$ cat src/rtl/multicycle_control_unit_pkg.sv
// Shared definitions for the multicycle MIPS control unit: FSM states,
// datapath mux encodings, trap causes, ALU op codes and op/funct constants.
package multicycle_control_unit_pkg;

   typedef enum logic [3:0] {
      S_RESET,
      S_FETCH,
      S_DECODE,
      S_MEM_ADDR,
      S_MEM_READ,
      S_MEM_WB,
      S_MEM_WRITE,
      S_EXEC_R,
      S_EXEC_I,
      S_ALU_WB,
      S_BRANCH,
      S_JUMP,
      S_JUMP_REG,
      S_TRAP
   } state_t;

   typedef enum logic [2:0] {
      PC_SRC_ALU     = 3'd0,
      PC_SRC_ALU_OUT = 3'd1,
      PC_SRC_JUMP    = 3'd2,
      PC_SRC_RS      = 3'd3,
      PC_SRC_TRAP    = 3'd4
   } pc_src_t;

   typedef enum logic [1:0] {
      ALU_B_RT      = 2'd0,
      ALU_B_FOUR    = 2'd1,
      ALU_B_IMM     = 2'd2,
      ALU_B_IMM_SH2 = 2'd3
   } alu_src_b_t;

   typedef enum logic [1:0] {
      CAUSE_ILLEGAL = 2'd0,
      CAUSE_TIMEOUT = 2'd1
   } trap_cause_t;

   // Access size as log2 of the byte count.
   typedef enum logic [1:0] {
      SIZE_BYTE = 2'd0,
      SIZE_HALF = 2'd1,
      SIZE_WORD = 2'd2
   } mem_size_t;

   // ALU op codes shared with the datapath ALU.
   localparam logic [3:0] ALU_AND  = 4'd0;
   localparam logic [3:0] ALU_OR   = 4'd1;
   localparam logic [3:0] ALU_ADD  = 4'd2;
   localparam logic [3:0] ALU_ADDU = 4'd3;
   localparam logic [3:0] ALU_SUB  = 4'd4;
   localparam logic [3:0] ALU_SUBU = 4'd5;
   localparam logic [3:0] ALU_XOR  = 4'd6;
   localparam logic [3:0] ALU_NOR  = 4'd7;
   localparam logic [3:0] ALU_SLT  = 4'd8;
   localparam logic [3:0] ALU_SLTU = 4'd9;
   localparam logic [3:0] ALU_SLL  = 4'd10;
   localparam logic [3:0] ALU_SRL  = 4'd11;
   localparam logic [3:0] ALU_SRA  = 4'd12;
   localparam logic [3:0] ALU_LUI  = 4'd13;
   localparam logic [3:0] ALU_SGT  = 4'd14;

   // Opcodes.
   localparam logic [5:0] OP_RTYPE = 6'h00;
   localparam logic [5:0] OP_J     = 6'h02;
   localparam logic [5:0] OP_JAL   = 6'h03;
   localparam logic [5:0] OP_BEQ   = 6'h04;
   localparam logic [5:0] OP_BNE   = 6'h05;
   localparam logic [5:0] OP_BLEZ  = 6'h06;
   localparam logic [5:0] OP_BGTZ  = 6'h07;
   localparam logic [5:0] OP_ADDI  = 6'h08;
   localparam logic [5:0] OP_ADDIU = 6'h09;
   localparam logic [5:0] OP_SLTI  = 6'h0A;
   localparam logic [5:0] OP_SLTIU = 6'h0B;
   localparam logic [5:0] OP_ANDI  = 6'h0C;
   localparam logic [5:0] OP_ORI   = 6'h0D;
   localparam logic [5:0] OP_XORI  = 6'h0E;
   localparam logic [5:0] OP_LUI   = 6'h0F;
   localparam logic [5:0] OP_LB    = 6'h20;
   localparam logic [5:0] OP_LH    = 6'h21;
   localparam logic [5:0] OP_LW    = 6'h23;
   localparam logic [5:0] OP_LBU   = 6'h24;
   localparam logic [5:0] OP_LHU   = 6'h25;
   localparam logic [5:0] OP_SB    = 6'h28;
   localparam logic [5:0] OP_SH    = 6'h29;
   localparam logic [5:0] OP_SW    = 6'h2B;

   // R-type funct codes.
   localparam logic [5:0] FN_SLL  = 6'h00;
   localparam logic [5:0] FN_SRL  = 6'h02;
   localparam logic [5:0] FN_SRA  = 6'h03;
   localparam logic [5:0] FN_SLLV = 6'h04;
   localparam logic [5:0] FN_SRLV = 6'h06;
   localparam logic [5:0] FN_SRAV = 6'h07;
   localparam logic [5:0] FN_JR   = 6'h08;
   localparam logic [5:0] FN_JALR = 6'h09;
   localparam logic [5:0] FN_ADD  = 6'h20;
   localparam logic [5:0] FN_ADDU = 6'h21;
   localparam logic [5:0] FN_SUB  = 6'h22;
   localparam logic [5:0] FN_SUBU = 6'h23;
   localparam logic [5:0] FN_AND  = 6'h24;
   localparam logic [5:0] FN_OR   = 6'h25;
   localparam logic [5:0] FN_XOR  = 6'h26;
   localparam logic [5:0] FN_NOR  = 6'h27;
   localparam logic [5:0] FN_SLT  = 6'h2A;
   localparam logic [5:0] FN_SLTU = 6'h2B;

   typedef enum logic [2:0] {
      CLS_ILLEGAL,
      CLS_LOAD,
      CLS_STORE,
      CLS_R_ALU,
      CLS_I_ALU,
      CLS_BRANCH,
      CLS_JUMP,
      CLS_JUMP_REG
   } instr_class_t;

   // Everything the sequencer needs to know about the current instruction.
   typedef struct packed {
      instr_class_t cls;
      logic [3:0]   alu_op;
      logic         use_shamt;
      logic         imm_signed;
      mem_size_t    mem_size;
      logic         mem_signed;
      logic         link;            // jal / jalr write the return address
      logic         branch_on_zero;  // beq / blez take the branch when alu_zero
      logic         illegal;
   } decode_t;

   // Moore outputs, registered alongside the state.
   typedef struct packed {
      logic       mem_req;
      logic       iord;
      logic       mem_write;
      mem_size_t  mem_rw_size;
      logic       mem_read_signed;
      pc_src_t    pc_src;
      logic       pc_write;
      logic       reg_write;
      logic       reg_dst;
      logic       mem_to_reg;
      logic       pc_to_reg;
      logic       write_to_ra;
      logic       alu_src_a;
      alu_src_b_t alu_src_b;
      logic [3:0] alu_control;
      logic       use_shamt;
      logic       imm_extend_mode;
      logic       trap;
      logic       epc_write;
   } ctrl_t;

   // Only the signed arithmetic/compare immediates sign-extend.
   function automatic logic imm_sign_extends(input logic [3:0] alu_op);
      return (alu_op == ALU_ADD) || (alu_op == ALU_SUB) ||
             (alu_op == ALU_SLT) || (alu_op == ALU_SGT);
   endfunction

   // States that hold a memory request open and are subject to the timeout.
   function automatic logic is_req_state(input state_t s);
      return (s == S_FETCH) || (s == S_MEM_READ) || (s == S_MEM_WRITE);
   endfunction

endpackage

$ cat src/rtl/multicycle_control_unit_if.sv
// Memory request/ready handshake between the control unit (master) and the
// shared instruction/data memory (slave).
interface multicycle_control_unit_if;
   import multicycle_control_unit_pkg::*;

   logic      mem_req;
   logic      iord;
   logic      mem_write;
   mem_size_t mem_rw_size;
   logic      mem_read_signed;
   logic      mem_ready;

   modport master (
      output mem_req,
      output iord,
      output mem_write,
      output mem_rw_size,
      output mem_read_signed,
      input  mem_ready
   );

   modport slave (
      input  mem_req,
      input  iord,
      input  mem_write,
      input  mem_rw_size,
      input  mem_read_signed,
      output mem_ready
   );

endinterface

$ cat src/rtl/multicycle_control_unit_instr_classifier.sv
// Combinational instruction classifier: maps op/funct to instruction class,
// ALU op, memory access size/sign and the illegal-instruction flag.
module multicycle_control_unit_instr_classifier
   import multicycle_control_unit_pkg::*;
(
   input  logic [5:0] op,
   input  logic [5:0] funct,
   output decode_t    dec
);

   // Decode op/funct into the instruction descriptor.
   always_comb begin
      // NOTE: every field gets a default before the case so no path can infer a latch.
      dec          = '0;
      dec.cls      = CLS_ILLEGAL;
      dec.mem_size = SIZE_WORD;
      case (op)
         OP_RTYPE: begin
            dec.cls = CLS_R_ALU;
            case (funct)
               FN_SLL:  begin dec.alu_op = ALU_SLL; dec.use_shamt = 1'b1; end
               FN_SRL:  begin dec.alu_op = ALU_SRL; dec.use_shamt = 1'b1; end
               FN_SRA:  begin dec.alu_op = ALU_SRA; dec.use_shamt = 1'b1; end
               FN_SLLV: dec.alu_op = ALU_SLL;
               FN_SRLV: dec.alu_op = ALU_SRL;
               FN_SRAV: dec.alu_op = ALU_SRA;
               FN_JR:   dec.cls    = CLS_JUMP_REG;
               FN_JALR: begin dec.cls = CLS_JUMP_REG; dec.link = 1'b1; end
               FN_ADD:  dec.alu_op = ALU_ADD;
               FN_ADDU: dec.alu_op = ALU_ADDU;
               FN_SUB:  dec.alu_op = ALU_SUB;
               FN_SUBU: dec.alu_op = ALU_SUBU;
               FN_AND:  dec.alu_op = ALU_AND;
               FN_OR:   dec.alu_op = ALU_OR;
               FN_XOR:  dec.alu_op = ALU_XOR;
               FN_NOR:  dec.alu_op = ALU_NOR;
               FN_SLT:  dec.alu_op = ALU_SLT;
               FN_SLTU: dec.alu_op = ALU_SLTU;
               default: dec.cls    = CLS_ILLEGAL;
            endcase
         end
         OP_J:     dec.cls = CLS_JUMP;
         OP_JAL:   begin dec.cls = CLS_JUMP; dec.link = 1'b1; end
         // beq/bne compare rs-rt; blez/bgtz compute rs > 0 so alu_zero means rs <= 0.
         OP_BEQ:   begin dec.cls = CLS_BRANCH; dec.alu_op = ALU_SUBU; dec.branch_on_zero = 1'b1; end
         OP_BNE:   begin dec.cls = CLS_BRANCH; dec.alu_op = ALU_SUBU; end
         OP_BLEZ:  begin dec.cls = CLS_BRANCH; dec.alu_op = ALU_SGT;  dec.branch_on_zero = 1'b1; end
         OP_BGTZ:  begin dec.cls = CLS_BRANCH; dec.alu_op = ALU_SGT;  end
         OP_ADDI:  begin dec.cls = CLS_I_ALU; dec.alu_op = ALU_ADD;  end
         OP_ADDIU: begin dec.cls = CLS_I_ALU; dec.alu_op = ALU_ADDU; end
         OP_SLTI:  begin dec.cls = CLS_I_ALU; dec.alu_op = ALU_SLT;  end
         OP_SLTIU: begin dec.cls = CLS_I_ALU; dec.alu_op = ALU_SLTU; end
         OP_ANDI:  begin dec.cls = CLS_I_ALU; dec.alu_op = ALU_AND;  end
         OP_ORI:   begin dec.cls = CLS_I_ALU; dec.alu_op = ALU_OR;   end
         OP_XORI:  begin dec.cls = CLS_I_ALU; dec.alu_op = ALU_XOR;  end
         OP_LUI:   begin dec.cls = CLS_I_ALU; dec.alu_op = ALU_LUI;  end
         OP_LB:    begin dec.cls = CLS_LOAD; dec.mem_size = SIZE_BYTE; dec.mem_signed = 1'b1; end
         OP_LH:    begin dec.cls = CLS_LOAD; dec.mem_size = SIZE_HALF; dec.mem_signed = 1'b1; end
         OP_LW:    begin dec.cls = CLS_LOAD; dec.mem_size = SIZE_WORD; end
         OP_LBU:   begin dec.cls = CLS_LOAD; dec.mem_size = SIZE_BYTE; end
         OP_LHU:   begin dec.cls = CLS_LOAD; dec.mem_size = SIZE_HALF; end
         OP_SB:    begin dec.cls = CLS_STORE; dec.mem_size = SIZE_BYTE; end
         OP_SH:    begin dec.cls = CLS_STORE; dec.mem_size = SIZE_HALF; end
         OP_SW:    begin dec.cls = CLS_STORE; dec.mem_size = SIZE_WORD; end
         default:  dec.cls = CLS_ILLEGAL;
      endcase
      dec.imm_signed = imm_sign_extends(dec.alu_op);
      dec.illegal    = (dec.cls == CLS_ILLEGAL);
   end

endmodule

$ cat src/rtl/multicycle_control_unit.sv
// Multicycle MIPS control unit: sequences each instruction through
// fetch/decode/execute/memory/write-back, runs the memory req/ready handshake
// with a per-access timeout, and steers the PC to the trap vector on illegal
// instructions or stalled memory.
module multicycle_control_unit
   import multicycle_control_unit_pkg::*;
#(
   parameter int MEM_TIMEOUT = 16,
   parameter bit TRAP_EN     = 1'b1
) (
   input  logic                      clk,
   input  logic                      rst_n,
   input  logic [5:0]                op,
   input  logic [5:0]                funct,
   input  logic                      alu_zero,
   multicycle_control_unit_if.master mem,
   output logic                      ir_write,
   output logic                      pc_write,
   output logic [2:0]                pc_src,
   output logic                      reg_write,
   output logic                      reg_dst,
   output logic                      mem_to_reg,
   output logic                      pc_to_reg,
   output logic                      write_to_ra,
   output logic                      alu_src_a,
   output logic [1:0]                alu_src_b,
   output logic [3:0]                alu_control,
   output logic                      use_shamt,
   output logic                      imm_extend_mode,
   output logic                      trap,
   output logic [1:0]                trap_cause,
   output logic                      epc_write
);

   localparam bit TIMEOUT_ON = TRAP_EN && (MEM_TIMEOUT > 0);
   localparam int CW         = (MEM_TIMEOUT > 1) ? $clog2(MEM_TIMEOUT + 1) : 1;
   // Wait-counter value during the last ready-less cycle allowed before trapping.
   localparam logic [CW-1:0] TIMEOUT_LAST = CW'(MEM_TIMEOUT - 1);

   state_t        state;
   state_t        next_state;
   ctrl_t         ctrl;
   decode_t       dec;
   trap_cause_t   cause_q;
   logic [CW-1:0] wait_cnt;
   logic          timeout_hit;
   logic          branch_taken;

   multicycle_control_unit_instr_classifier u_instr_classifier (
      .op    (op),
      .funct (funct),
      .dec   (dec)
   );

   // Moore output decode for a given state; registered as the state is entered.
   function automatic ctrl_t moore_outputs(input state_t s, input decode_t d);
      ctrl_t c;
      c = '0;
      case (s)
         S_FETCH: begin
            c.mem_req     = 1'b1;
            c.alu_src_b   = ALU_B_FOUR;
            c.alu_control = ALU_ADDU;
         end
         S_DECODE: begin
            c.alu_src_b       = ALU_B_IMM_SH2;
            c.imm_extend_mode = 1'b1;
            c.alu_control     = ALU_ADDU;
         end
         S_MEM_ADDR: begin
            c.alu_src_a       = 1'b1;
            c.alu_src_b       = ALU_B_IMM;
            c.imm_extend_mode = 1'b1;
            c.alu_control     = ALU_ADDU;
         end
         S_MEM_READ: begin
            c.mem_req         = 1'b1;
            c.iord            = 1'b1;
            c.mem_rw_size     = d.mem_size;
            c.mem_read_signed = d.mem_signed;
         end
         S_MEM_WB: begin
            c.reg_write       = 1'b1;
            c.mem_to_reg      = 1'b1;
            c.mem_rw_size     = d.mem_size;
            c.mem_read_signed = d.mem_signed;
         end
         S_MEM_WRITE: begin
            c.mem_req     = 1'b1;
            c.mem_write   = 1'b1;
            c.iord        = 1'b1;
            c.mem_rw_size = d.mem_size;
         end
         S_EXEC_R: begin
            c.alu_src_a   = 1'b1;
            c.alu_src_b   = ALU_B_RT;
            c.alu_control = d.alu_op;
            c.use_shamt   = d.use_shamt;
         end
         S_EXEC_I: begin
            c.alu_src_a       = 1'b1;
            c.alu_src_b       = ALU_B_IMM;
            c.alu_control     = d.alu_op;
            c.imm_extend_mode = d.imm_signed;
         end
         S_ALU_WB: begin
            c.reg_write   = 1'b1;
            c.reg_dst     = (d.cls == CLS_R_ALU);
            c.alu_control = d.alu_op;
            c.use_shamt   = d.use_shamt;
         end
         S_BRANCH: begin
            c.alu_src_a   = 1'b1;
            c.alu_src_b   = ALU_B_RT;
            c.alu_control = d.alu_op;
            c.pc_src      = PC_SRC_ALU_OUT;
         end
         S_JUMP: begin
            c.pc_src      = PC_SRC_JUMP;
            c.pc_write    = 1'b1;
            c.reg_write   = d.link;
            c.write_to_ra = d.link;
            c.pc_to_reg   = d.link;
         end
         S_JUMP_REG: begin
            c.pc_src    = PC_SRC_RS;
            c.pc_write  = 1'b1;
            c.reg_write = d.link;
            c.reg_dst   = d.link;
            c.pc_to_reg = d.link;
         end
         S_TRAP: begin
            c.trap      = 1'b1;
            c.epc_write = 1'b1;
            c.pc_src    = PC_SRC_TRAP;
            c.pc_write  = 1'b1;
         end
         default: ;
      endcase
      return c;
   endfunction

   // A ready in the final allowed cycle still completes the access.
   assign timeout_hit  = TIMEOUT_ON && !mem.mem_ready && (wait_cnt == TIMEOUT_LAST);
   assign branch_taken = dec.branch_on_zero ? alu_zero : !alu_zero;

   // Next-state selection; memory states leave on ready or on timeout.
   always_comb begin
      next_state = state;
      case (state)
         S_RESET: next_state = S_FETCH;
         S_FETCH: begin
            if (mem.mem_ready)    next_state = S_DECODE;
            else if (timeout_hit) next_state = S_TRAP;
         end
         S_DECODE: begin
            case (dec.cls)
               CLS_LOAD, CLS_STORE: next_state = S_MEM_ADDR;
               CLS_R_ALU:           next_state = S_EXEC_R;
               CLS_I_ALU:           next_state = S_EXEC_I;
               CLS_BRANCH:          next_state = S_BRANCH;
               CLS_JUMP:            next_state = S_JUMP;
               CLS_JUMP_REG:        next_state = S_JUMP_REG;
               default: begin
                  if (TRAP_EN) next_state = S_TRAP;
                  else         next_state = S_FETCH;
               end
            endcase
         end
         S_MEM_ADDR: begin
            if (dec.cls == CLS_LOAD) next_state = S_MEM_READ;
            else                     next_state = S_MEM_WRITE;
         end
         S_MEM_READ: begin
            if (mem.mem_ready)    next_state = S_MEM_WB;
            else if (timeout_hit) next_state = S_TRAP;
         end
         S_MEM_WRITE: begin
            if (mem.mem_ready)    next_state = S_FETCH;
            else if (timeout_hit) next_state = S_TRAP;
         end
         S_EXEC_R, S_EXEC_I: next_state = S_ALU_WB;
         default:            next_state = S_FETCH;
      endcase
   end

   // FSM: state, registered Moore outputs, memory wait counter and trap cause.
   always_ff @(posedge clk or negedge rst_n) begin
      if (!rst_n) begin
         state    <= S_RESET;
         ctrl     <= '0;
         wait_cnt <= '0;
         cause_q  <= CAUSE_ILLEGAL;
      end else begin
         // NOTE: non-blocking so every register here samples the pre-edge state.
         state <= next_state;
         ctrl  <= moore_outputs(next_state, dec);
         if (is_req_state(next_state) && (next_state != state)) begin
            wait_cnt <= '0;
         end else if (TIMEOUT_ON && is_req_state(state) && !mem.mem_ready) begin
            wait_cnt <= wait_cnt + CW'(1);
         end
         if (next_state == S_TRAP) begin
            if (state == S_DECODE) cause_q <= CAUSE_ILLEGAL;
            else                   cause_q <= CAUSE_TIMEOUT;
         end
      end
   end

   // Mealy strobes: fetch completes on ready, branches write PC only when taken.
   assign ir_write = (state == S_FETCH) && mem.mem_ready;
   assign pc_write = ctrl.pc_write || ir_write || ((state == S_BRANCH) && branch_taken);

   assign mem.mem_req         = ctrl.mem_req;
   assign mem.iord            = ctrl.iord;
   assign mem.mem_write       = ctrl.mem_write;
   assign mem.mem_rw_size     = ctrl.mem_rw_size;
   assign mem.mem_read_signed = ctrl.mem_read_signed;

   assign pc_src          = ctrl.pc_src;
   assign reg_write       = ctrl.reg_write;
   assign reg_dst         = ctrl.reg_dst;
   assign mem_to_reg      = ctrl.mem_to_reg;
   assign pc_to_reg       = ctrl.pc_to_reg;
   assign write_to_ra     = ctrl.write_to_ra;
   assign alu_src_a       = ctrl.alu_src_a;
   assign alu_src_b       = ctrl.alu_src_b;
   assign alu_control     = ctrl.alu_control;
   assign use_shamt       = ctrl.use_shamt;
   assign imm_extend_mode = ctrl.imm_extend_mode;
   assign trap            = ctrl.trap;
   assign epc_write       = ctrl.epc_write;
   assign trap_cause      = cause_q;

endmodule

$ cat src/flat_wrapper.sv
// flat-port wrapper written by rule: the top's interface ports become plain ports
module multicycle_control_unit_flat import multicycle_control_unit_pkg::*;
#(
   parameter int MEM_TIMEOUT = 16,
   parameter bit TRAP_EN     = 1'b1
)
  (clk, rst_n, op, funct, alu_zero, ir_write, pc_write, pc_src, reg_write, reg_dst, mem_to_reg, pc_to_reg, write_to_ra, alu_src_a, alu_src_b, alu_control, use_shamt, imm_extend_mode, trap, trap_cause, epc_write, mem_mem_req, mem_iord, mem_mem_write, mem_mem_rw_size, mem_mem_read_signed, mem_mem_ready);
  multicycle_control_unit_if mem_i ();
  input  logic clk;
  input  logic rst_n;
  input  logic [5:0] op;
  input  logic [5:0] funct;
  input  logic alu_zero;
  output logic ir_write;
  output logic pc_write;
  output logic [2:0] pc_src;
  output logic reg_write;
  output logic reg_dst;
  output logic mem_to_reg;
  output logic pc_to_reg;
  output logic write_to_ra;
  output logic alu_src_a;
  output logic [1:0] alu_src_b;
  output logic [3:0] alu_control;
  output logic use_shamt;
  output logic imm_extend_mode;
  output logic trap;
  output logic [1:0] trap_cause;
  output logic epc_write;
  output wire logic [$bits(mem_i.mem_req)-1:0] mem_mem_req;
  output wire logic [$bits(mem_i.iord)-1:0] mem_iord;
  output wire logic [$bits(mem_i.mem_write)-1:0] mem_mem_write;
  output wire logic [$bits(mem_i.mem_rw_size)-1:0] mem_mem_rw_size;
  output wire logic [$bits(mem_i.mem_read_signed)-1:0] mem_mem_read_signed;
  input wire logic [$bits(mem_i.mem_ready)-1:0] mem_mem_ready;
  assign mem_mem_req = mem_i.mem_req;
  assign mem_iord = mem_i.iord;
  assign mem_mem_write = mem_i.mem_write;
  assign mem_mem_rw_size = mem_i.mem_rw_size;
  assign mem_mem_read_signed = mem_i.mem_read_signed;
  assign mem_i.mem_ready = mem_mem_ready;
  multicycle_control_unit #(.MEM_TIMEOUT(MEM_TIMEOUT), .TRAP_EN(TRAP_EN)) u_core (.clk(clk), .rst_n(rst_n), .op(op), .funct(funct), .alu_zero(alu_zero), .mem(mem_i), .ir_write(ir_write), .pc_write(pc_write), .pc_src(pc_src), .reg_write(reg_write), .reg_dst(reg_dst), .mem_to_reg(mem_to_reg), .pc_to_reg(pc_to_reg), .write_to_ra(write_to_ra), .alu_src_a(alu_src_a), .alu_src_b(alu_src_b), .alu_control(alu_control), .use_shamt(use_shamt), .imm_extend_mode(imm_extend_mode), .trap(trap), .trap_cause(trap_cause), .epc_write(epc_write));
endmodule
$ cat config.mk
export PLATFORM = sky130hd
export DESIGN_NAME = multicycle_control_unit_flat
export DESIGN_NICKNAME = d
export VERILOG_FILES = /design/src/rtl/multicycle_control_unit_pkg.sv /design/src/rtl/multicycle_control_unit_if.sv /design/src/rtl/multicycle_control_unit_instr_classifier.sv /design/src/rtl/multicycle_control_unit.sv /design/src/flat_wrapper.sv
export SDC_FILE = /design/constraint.sdc
export NUM_CORES = 1
export LEC_CHECK = 0
export BUFFER_PORTS_ARGS = -buffer_cell sky130_fd_sc_hd__buf_2
export CAP_MARGIN = 20
export CORE_MARGIN = 3
export CORE_UTILIZATION = 45
export CTS_CLUSTER_DIAMETER = 40
export DETAILED_ROUTE_END_ITERATION = 8
export GPL_ROUTABILITY_DRIVEN = 0
export PLACE_DENSITY = 0.67
export SLEW_MARGIN = 20
export SYNTH_ARGS = -nofsm -noshare
export SYNTH_HDL_FRONTEND = slang
export SYNTH_HIERARCHICAL = 1
export SYNTH_SLANG_ARGS = --single-unit
$ cat constraint.sdc
create_clock -name clk -period 7.9 [get_ports clk]
set_input_delay 1.185 -clock clk [delete_from_list [all_inputs] [get_ports clk]]
set_output_delay 1.185 -clock clk [all_outputs]
set_load 0.01 [all_outputs]
* Word-level counts from Yosys, hierarchy flattened
Index checks and enable logic that the tools add are counted.
** Operators by class
- Reduce and logical (&&, ||, !) cells :: 51
- Add/sub/neg operators :: 1
- Equality and inequality tests :: 73
- Multiplexer cells :: 40
** Operators with widths (number)
- 6-bit equality test, second input constant :: 18
- 6-bit by 4-bit equality test with 1-bit output, second input constant :: 10
- 4-bit one-hot mux with 12 select lines :: 1
- 4-bit one-hot mux with 6 select lines :: 2
- 6-bit by 3-bit equality test with 1-bit output, second input constant :: 7
- 4-bit equality test, second input constant :: 10
- 4-bit one-hot mux with 10 select lines :: 1
- 2-bit OR reduction :: 18
- 4-bit by 3-bit equality test with 1-bit output, second input constant :: 8
- 6-bit by 2-bit equality test with 1-bit output, second input constant :: 4
- 3-bit OR reduction :: 8
- 4-bit by 2-bit equality test with 1-bit output, second input constant :: 5
- 3-bit one-hot mux with 6 select lines :: 1
- 1-bit two-way mux :: 17
- 4-bit two-way mux :: 4
- 16-bit OR reduction :: 1
- 3-bit equality test, second input constant :: 4
- 6-bit zero test :: 2
- 3-bit one-hot mux with 4 select lines :: 1
- 4-bit OR reduction :: 3
- 5-bit two-way mux :: 2
- 1-bit logical OR :: 9
- 4-bit by 1-bit equality test with 1-bit output, second input constant :: 2
- 1-bit one-hot mux with 2 select lines :: 4
- 15 further kinds :: 23
** Storage, ports and cells
- Bits in registers :: 37
- Output and inout port bits :: 29

* Logic depth before layout (Yosys ltp)
Gate-level depths: netlist of run 1.
- Depth after elaboration :: 13
- Gate-level depth with buffers :: 13
- Depth with buffers taken out :: 12

* By module
Netlist of run 1, hierarchy kept.
** Modules (own cells, without submodules)
- multicycle_control_unit :: sequential area each 850.8 µm², cells each 175, area an instance 1778.0 µm², instances 1
- multicycle_control_unit_instr_classifier :: sequential area each 0.0 µm², cells each 76, area an instance 511.7 µm², instances 1

* Worst setup path before layout of run 1
Ideal clock, no wire load.
- Path type :: input to register
- From :: input funct[3]
- To :: register u_core.wait_cnt[0]
- Arrival :: 3.378 ns
- Stages on the path :: 12
- Setup time :: 0.133 ns
- Setup slack :: 4.389 ns
- Path buffers :: 2
- Path through :: buf_2 > inv_1 > nor4_1 > nand2_1 > a21oi_1 > nor3_1 > o21ai_0 > and3_1 > buf_4 > nand3_1 > a221oi_2 > nor2_1
** RTL lines
- start: declaration :: line flat_wrapper.sv:12 : input logic [5:0] funct;
- end signal: assignment :: line multicycle_control_unit.sv:201 : wait_cnt <= wait_cnt + CW'(1);
- end: declaration :: line multicycle_control_unit.sv:45 : logic [CW-1:0] wait_cnt;

==> results of run 1 <==
-- final timing paths --
| check | from | endpoint |
|---|---|---|
| max | funct[3] | u_core/wait_cnt[4] |
| min | u_core/trap_cause[0] | u_core/trap_cause[0] |
| max reg2reg | u_core/wait_cnt[0] | u_core/wait_cnt[4] |
| min reg2reg | u_core/trap_cause[0] | u_core/trap_cause[0] |
| max in group asynchronous | rst_n | u_core/alu_control[0] |
| min in group asynchronous | rst_n | u_core/ctrl[16] |
-- power by group through the flow --
stage / Clock [W] / Sequential (W) / Combinational (W)
5_1_grt: 0.000143 / 0.000277 / 0.000422
3_5_place_dp: 0 / 0.000270 / 0.000375
4_1_cts: 0.000134 / 0.000267 / 0.000376
3_3_place_gp: 0 / 0.000271 / 0.000371
6_report: 0.000130 / 0.000268 / 0.000378
2_1_floorplan: 0 / 0.000250 / 0.000328
-- tightest hold or removal path, delay by kind of cell (launching register included) --
kind / cells / cell delay, ns
buffers and inverters: 1 / 0.05
DFF: 1 / 0.37
AOI/OAI and AO/OA: 1 / 0.07
-- metrics by stage --
| step | setup slack [ns] | hold slack, ns | total power (W) |
|---|---|---|---|
| floorplan | 4.40 | 0.498 | 0.000578 |
| global placement | 3.71 | 0.516 | 0.000643 |
| detailed placement | 3.71 | 0.519 | 0.000644 |
| CTS | 4.02 | 0.539 | 0.000778 |
| global route | 3.65 | 0.573 | 0.000842 |
| finish | 3.94 | 0.532 | 0.000776 |
-- per-layer routing --
metal / GRT usage (%) / up-vias
met5: 0 / -
met4: 7.65 / 0
met3: 2.82 / 10
met2: 25.3 / 66
met1: 24.7 / 881
li1: - / 930
-- cell type report --
type | count | area [sq um]
Timing Repair Buffer | 43 | 215
Sequential cell | 34 | 851
Fill cell | 475 | 2330
Multi-Input combinational cell | 174 | 1180
Inverter | 15 | 58.8
Clock inverter | 1 | 5.00
Clock buffer | 7 | 86.3
Tap cell | 67 | 83.8
==> results.md, run 1 <==
- Status: finished clean
- Critical path peak fanout: 14
- Total core area: 4820 sq um
- Worst Path Required: 8.05 ns
- Part of the cycle the worst path needs: 50.2%
- Slew @ Worst Pin: 0.721 ns
- First-pass GRT wire length: 8.30 mm
- Syn. warnings: 6
- Hold crit path type: reg -> reg
- Worst path max stage delay: 0.55 ns
- Most frequent cells in the layout: 43 x buf_2, 34 x dfrtp_1, 19 x nor2_1
- Drt drc: 0
- Levels on crit path: 11
- Worst-Skew Late Latency: 0.28 ns
- DP Area: 2390 sq um
- Final core utilization: 51.5%
- Max Clock Freq: 252 MHz
- Routed length per instance: 14.3 um
- CP endpoint kind: register
- CP Launch Type: primary input
- Clock Pin Slew Worst Setup and Hold Paths: 0.07 ns
- CP arrival: 4.11 ns
- Slew HR: 51.9%
- Most flops, register: u_core/wait_cnt
- Post-Syn Instances: 250
- Die Area: 5960 sq um
- I/O pins: 45
- CTS tree: yes
- Via count: 1887
- Clk buf depth: 2
- Slowest CP cell: and3_1
- Critical-path cell list: buf_2 -> inv_1 -> nor4_1 -> nand2_1 -> a21oi_1 -> nor3_1 -> o21ai_0 -> and3_1 -> nand3_1 -> a221oi_2 -> a211oi_1
- Die Ht: 77.2 um
- Post-route cell area: 2480 sq um
- Diodes inserted: 0
- Final nets: 291
- CTS H-Tree Depth: 2
- Sw power: 0.000342 W
- Switch share: 44.1%
- Total Routing Usage GR: 17.2%
- DR pass1 iterations: 4
- Initial cell density of the core: 47.4%
- Clock power share: 16.7%
- Min Tclk post-route: 3.96 ns
- Final hold violations: 0
- Slack of the worst reg-to-reg path: 4.99 ns
- Setup TNS: 0 ns
- Cts repair resizes: 0
- Syn Area/Cell: 9.13 sq um
- Pwr Density: 313 nW/um^2
- Top sig layer: met4
- Net Count, Synth: 268
- Port Buffer Count: 43
- RSZ-0062 raised after global routing: false
- Final Max Tran Viols: 0
- CTS buffer count: 5
- Hold depth: 2
- Antenna-violating nets left: 0
- DRT Wirelength: 4.88 mm
- Layout cells sized above 1: 26.6%
- DP Cell Count: 333
- Row cnt: 25
- Flop pwr share: 34.5%
- Wire length on met3: 259 um
- Commonest non-fill, non-tap cell in the layout: buf_2
- Vias per std cell: 5.53
- Clock Root Buffer: clkbuf_8
- Leakage power: 1.14 nW
- Largest net degree at the start of global routing: 35
- GRT overflow: 0
- Endpoints failing setup: 0
- CP top delay family: simple AND/OR/NAND/NOR gates
- Die Wd: 77.2 um
- DR WL met2: 2.17 mm
- Reg2reg path depth: 9
- Initial DRC Count: 89
- Area Overhead vs Synth: 8.77%
- Max Cap Violations: 0
- Internal: 0.000434 W
- Hpwl dp: 3.56 mm
- Antenna violations before repair: 0
- CTS Hold Bufs: 0
- Met1 Wirelength: 2.35 mm
- Layout Skew: 0.00670 ns
- Postcts setup bufs: 0
- Worst setup path category: in -> reg
- Final Instance Count excl. Fillers: 341
- Post-Syn Area: 2280 sq um
- Largest register FFs: 5
- Maximum vdd drop: 0.108 mV
- CTS sink count: 34
- Vias in the first global route: 1707
- CP Buf/Inv Count: 2
- Combinational share of power: 48.8%
Power figures use the tool's default switching activity.
==> run 2, diff against run 1 <==
Settings changed: ABC_AREA from default to 1.
Clock period 7.9 ns to 3.8 ns, I/O delays scaled along.
==> results.md, run 2 <==
- Reg-to-reg endpoint: u_core/wait_cnt[1]
- Slew @ Worst Pin: 0.735 ns
- Layout cells sized above 1: 26.6%
- Reg2reg path depth: 11
- Die Ht: 80.2 um
- RSZ-0062 raised after global routing: false
- Commonest non-fill, non-tap cell in the layout: nand2_1
- Worst Path Required: 3.97 ns
- Initial DRC Count: 93
- First-pass GRT wire length: 9.29 mm
- Leakage power: 1.58 nW
- Layout Skew: 0.00690 ns
- Largest register FFs: 5
- CTS H-Tree Depth: 2
- Vias in the first global route: 2029
- CP Launch Type: primary input
- Place WS: 1.04 ns
- Clock power share: 16.0%
- Part of the cycle the worst path needs: 65.4%
- Worst-Skew Late Latency: 0.28 ns
- Status: finished clean
- Largest net degree at the start of global routing: 35
- Final hold violations: 0
- CTS sink count: 34
- Post-Syn Area: 2480 sq um
- CP top delay family: simple AND/OR/NAND/NOR gates
- Critical path peak fanout: 8
- Clk buf depth: 2
- Design Power: 0.00168 W
- Syn Area/Cell: 6.98 sq um
- Final Max Tran Viols: 0
- Postcts setup bufs: 0
- GR Util met1: 25.1%
- Switch share: 47.4%
- Die Wd: 80.2 um
- DP Cell Count: 453
- Sw power: 0.000794 W
- Endpoints failing setup: 0
- Cts repair resizes: 0
- Hold crit path type: in -> async
- GR Util met2: 29.2%
- Worst setup path category: in -> reg
- Flop pwr share: 30.6%
- Final WS setup: 1.31 ns
- Total core area: 5200 sq um
- CP Buf/Inv Count: 4
- Total Routing Usage GR: 18.2%
- DR pass1 iterations: 5
- CP arrival: 2.66 ns
- Worst R2R Start: u_core/wait_cnt[0]
- Slowest CP cell: nor2_1
- Via count: 2261
- Antenna violations before repair: 0
- Min Tclk post-route: 2.49 ns
- Grt peak-use layer: met2
- Worst path max stage delay: 0.20 ns
- Slack of the worst reg-to-reg path: 1.67 ns
- GRT overflow: 0
- Drt drc: 0
- CP most frequent cell: nand2_1
- Initial cell density of the core: 47.6%
- Critical-path cell list: buf_2 -> inv_1 -> nand2_1 -> nand3_1 -> nand2_1 -> nor3b_1 -> nand2_1 -> nand2_1 -> nand2_1 -> nor2_1 -> nor2_1 -> nor2_1 -> nor2_2 -> nand2_4 -> inv_2 -> nand2_4 -> inv_2 -> nand2_1 -> nand3_2 -> nand2_1 -> nand2_1
- Area Overhead vs Synth: 11.4%
- Clock Root Buffer: clkbuf_8
- CTS Hold Bufs: 0
- Most flops, register: u_core/wait_cnt
- Row cnt: 26
- Internal: 0.000882 W
- Max Clock Freq: 402 MHz
- I/O pins: 45
- Most frequent cells in the layout: 101 x nand2_1, 43 x buf_2, 42 x inv_1
- Pwr Density: 608 nW/um^2
- Clock Pin Slew Worst Setup and Hold Paths: 0.07 ns
- Slew HR: 51.0%
- Vias per std cell: 4.90
- Post-Syn Instances: 355
- Net Count, Synth: 373
- Antenna-violating nets left: 0
- Maximum vdd drop: 0.243 mV
- Final Instance Count excl. Fillers: 461
- Diodes inserted: 0
- DRT Wirelength: 5.35 mm
- CTS tree: yes
- Routed length per instance: 11.6 um
- Die Area: 6430 sq um
- Final nets: 408
- Hpwl dp: 4.30 mm
- Setup TNS: 0 ns
- Max Cap Violations: 0
- Port Buffer Count: 43
- Met3 Track Usage GR: 2.47%
- CP endpoint kind: register
- Fin Hold WS: 0.348 ns
- Combinational share of power: 53.5%
- Syn. warnings: 6
- CTS buffer count: 5
## run 2: changes by cell type in the layout (fill, tap and decap cells not counted), sizes merged, moves of 5 or more
| cell | delta |
|---|---|
| nor3 | -5 |
| a21oi | -8 |
| nor2 | +30 |
| nand2b | -6 |
| nand3 | +33 |
| nand2 | +97 |
| inv | +40 |
| and3 | -8 |
## run 2: worst register-to-register path: stages, from the launching register on
cell	delay, ns
dfrtp_1	0.41
ha_1	0.22
and3_1	0.16
ha_1	0.20
o21ai_0	0.19
nor2_2	0.08
nor2_4	0.16
nand2_8	0.10
nor2_1	0.17
nand2_1	0.12
o21ai_4	0.13
a21oi_2	0.09
## run 2: worst max path at each step
stage	from	end	slack, ns	cells after the start
3_5_place_dp	op[3]	u_core/wait_cnt[4]	1.04	16
3_3_place_gp	op[3]	u_core/wait_cnt[1]	1.04	16
5_1_grt	op[1]	u_core/wait_cnt[3]	1.05	16
4_1_cts	funct[3]	u_core/wait_cnt[2]	1.34	19
6_report	funct[1]	u_core/alu_control[1]	1.31	21
2_1_floorplan	op[1]	u_core/wait_cnt[0]	1.44	17
## run 2: cell type report
| type | instances | area [sq um] |
|---|---|---|
| clock inverters | 1 | 5.00 |
| clock buffers | 7 | 86.3 |
| fillers | 500 | 2450 |
| repair buffers | 43 | 215 |
| multi-input cells | 253 | 1310 |
| well taps | 70 | 87.6 |
| inverters | 53 | 199 |
| flip-flops and latches | 34 | 851 |
## run 2: power by group through the flow
stage                     sequential, W  combinational (W)  clock [W]
after floorplan                0.000526           0.000700          0
after global placement         0.000519           0.000887          0
after detailed placement       0.000518           0.000898          0
after CTS                      0.000513           0.000901   0.000278
after global routing           0.000524            0.00101   0.000296
final                          0.000512           0.000896   0.000267
## run 2: per-layer routing
metal	vias to the layer above	wire length (um)	part of all wire (%)
met2	89	2470	46
li1	1173	-	-
met3	5	339	6.3
met5	-	0	0
met4	0	79	1.5
met1	994	2460	46
## run 2: stage by stage
step / utilization (%) / instance area (sq um)
floorplan: - / 2480
global placement: 51.2 / 2670
detailed placement: 51.2 / 2670
CTS: 53.0 / 2760
global route: 53.0 / 2760
finish: 53.0 / 2760
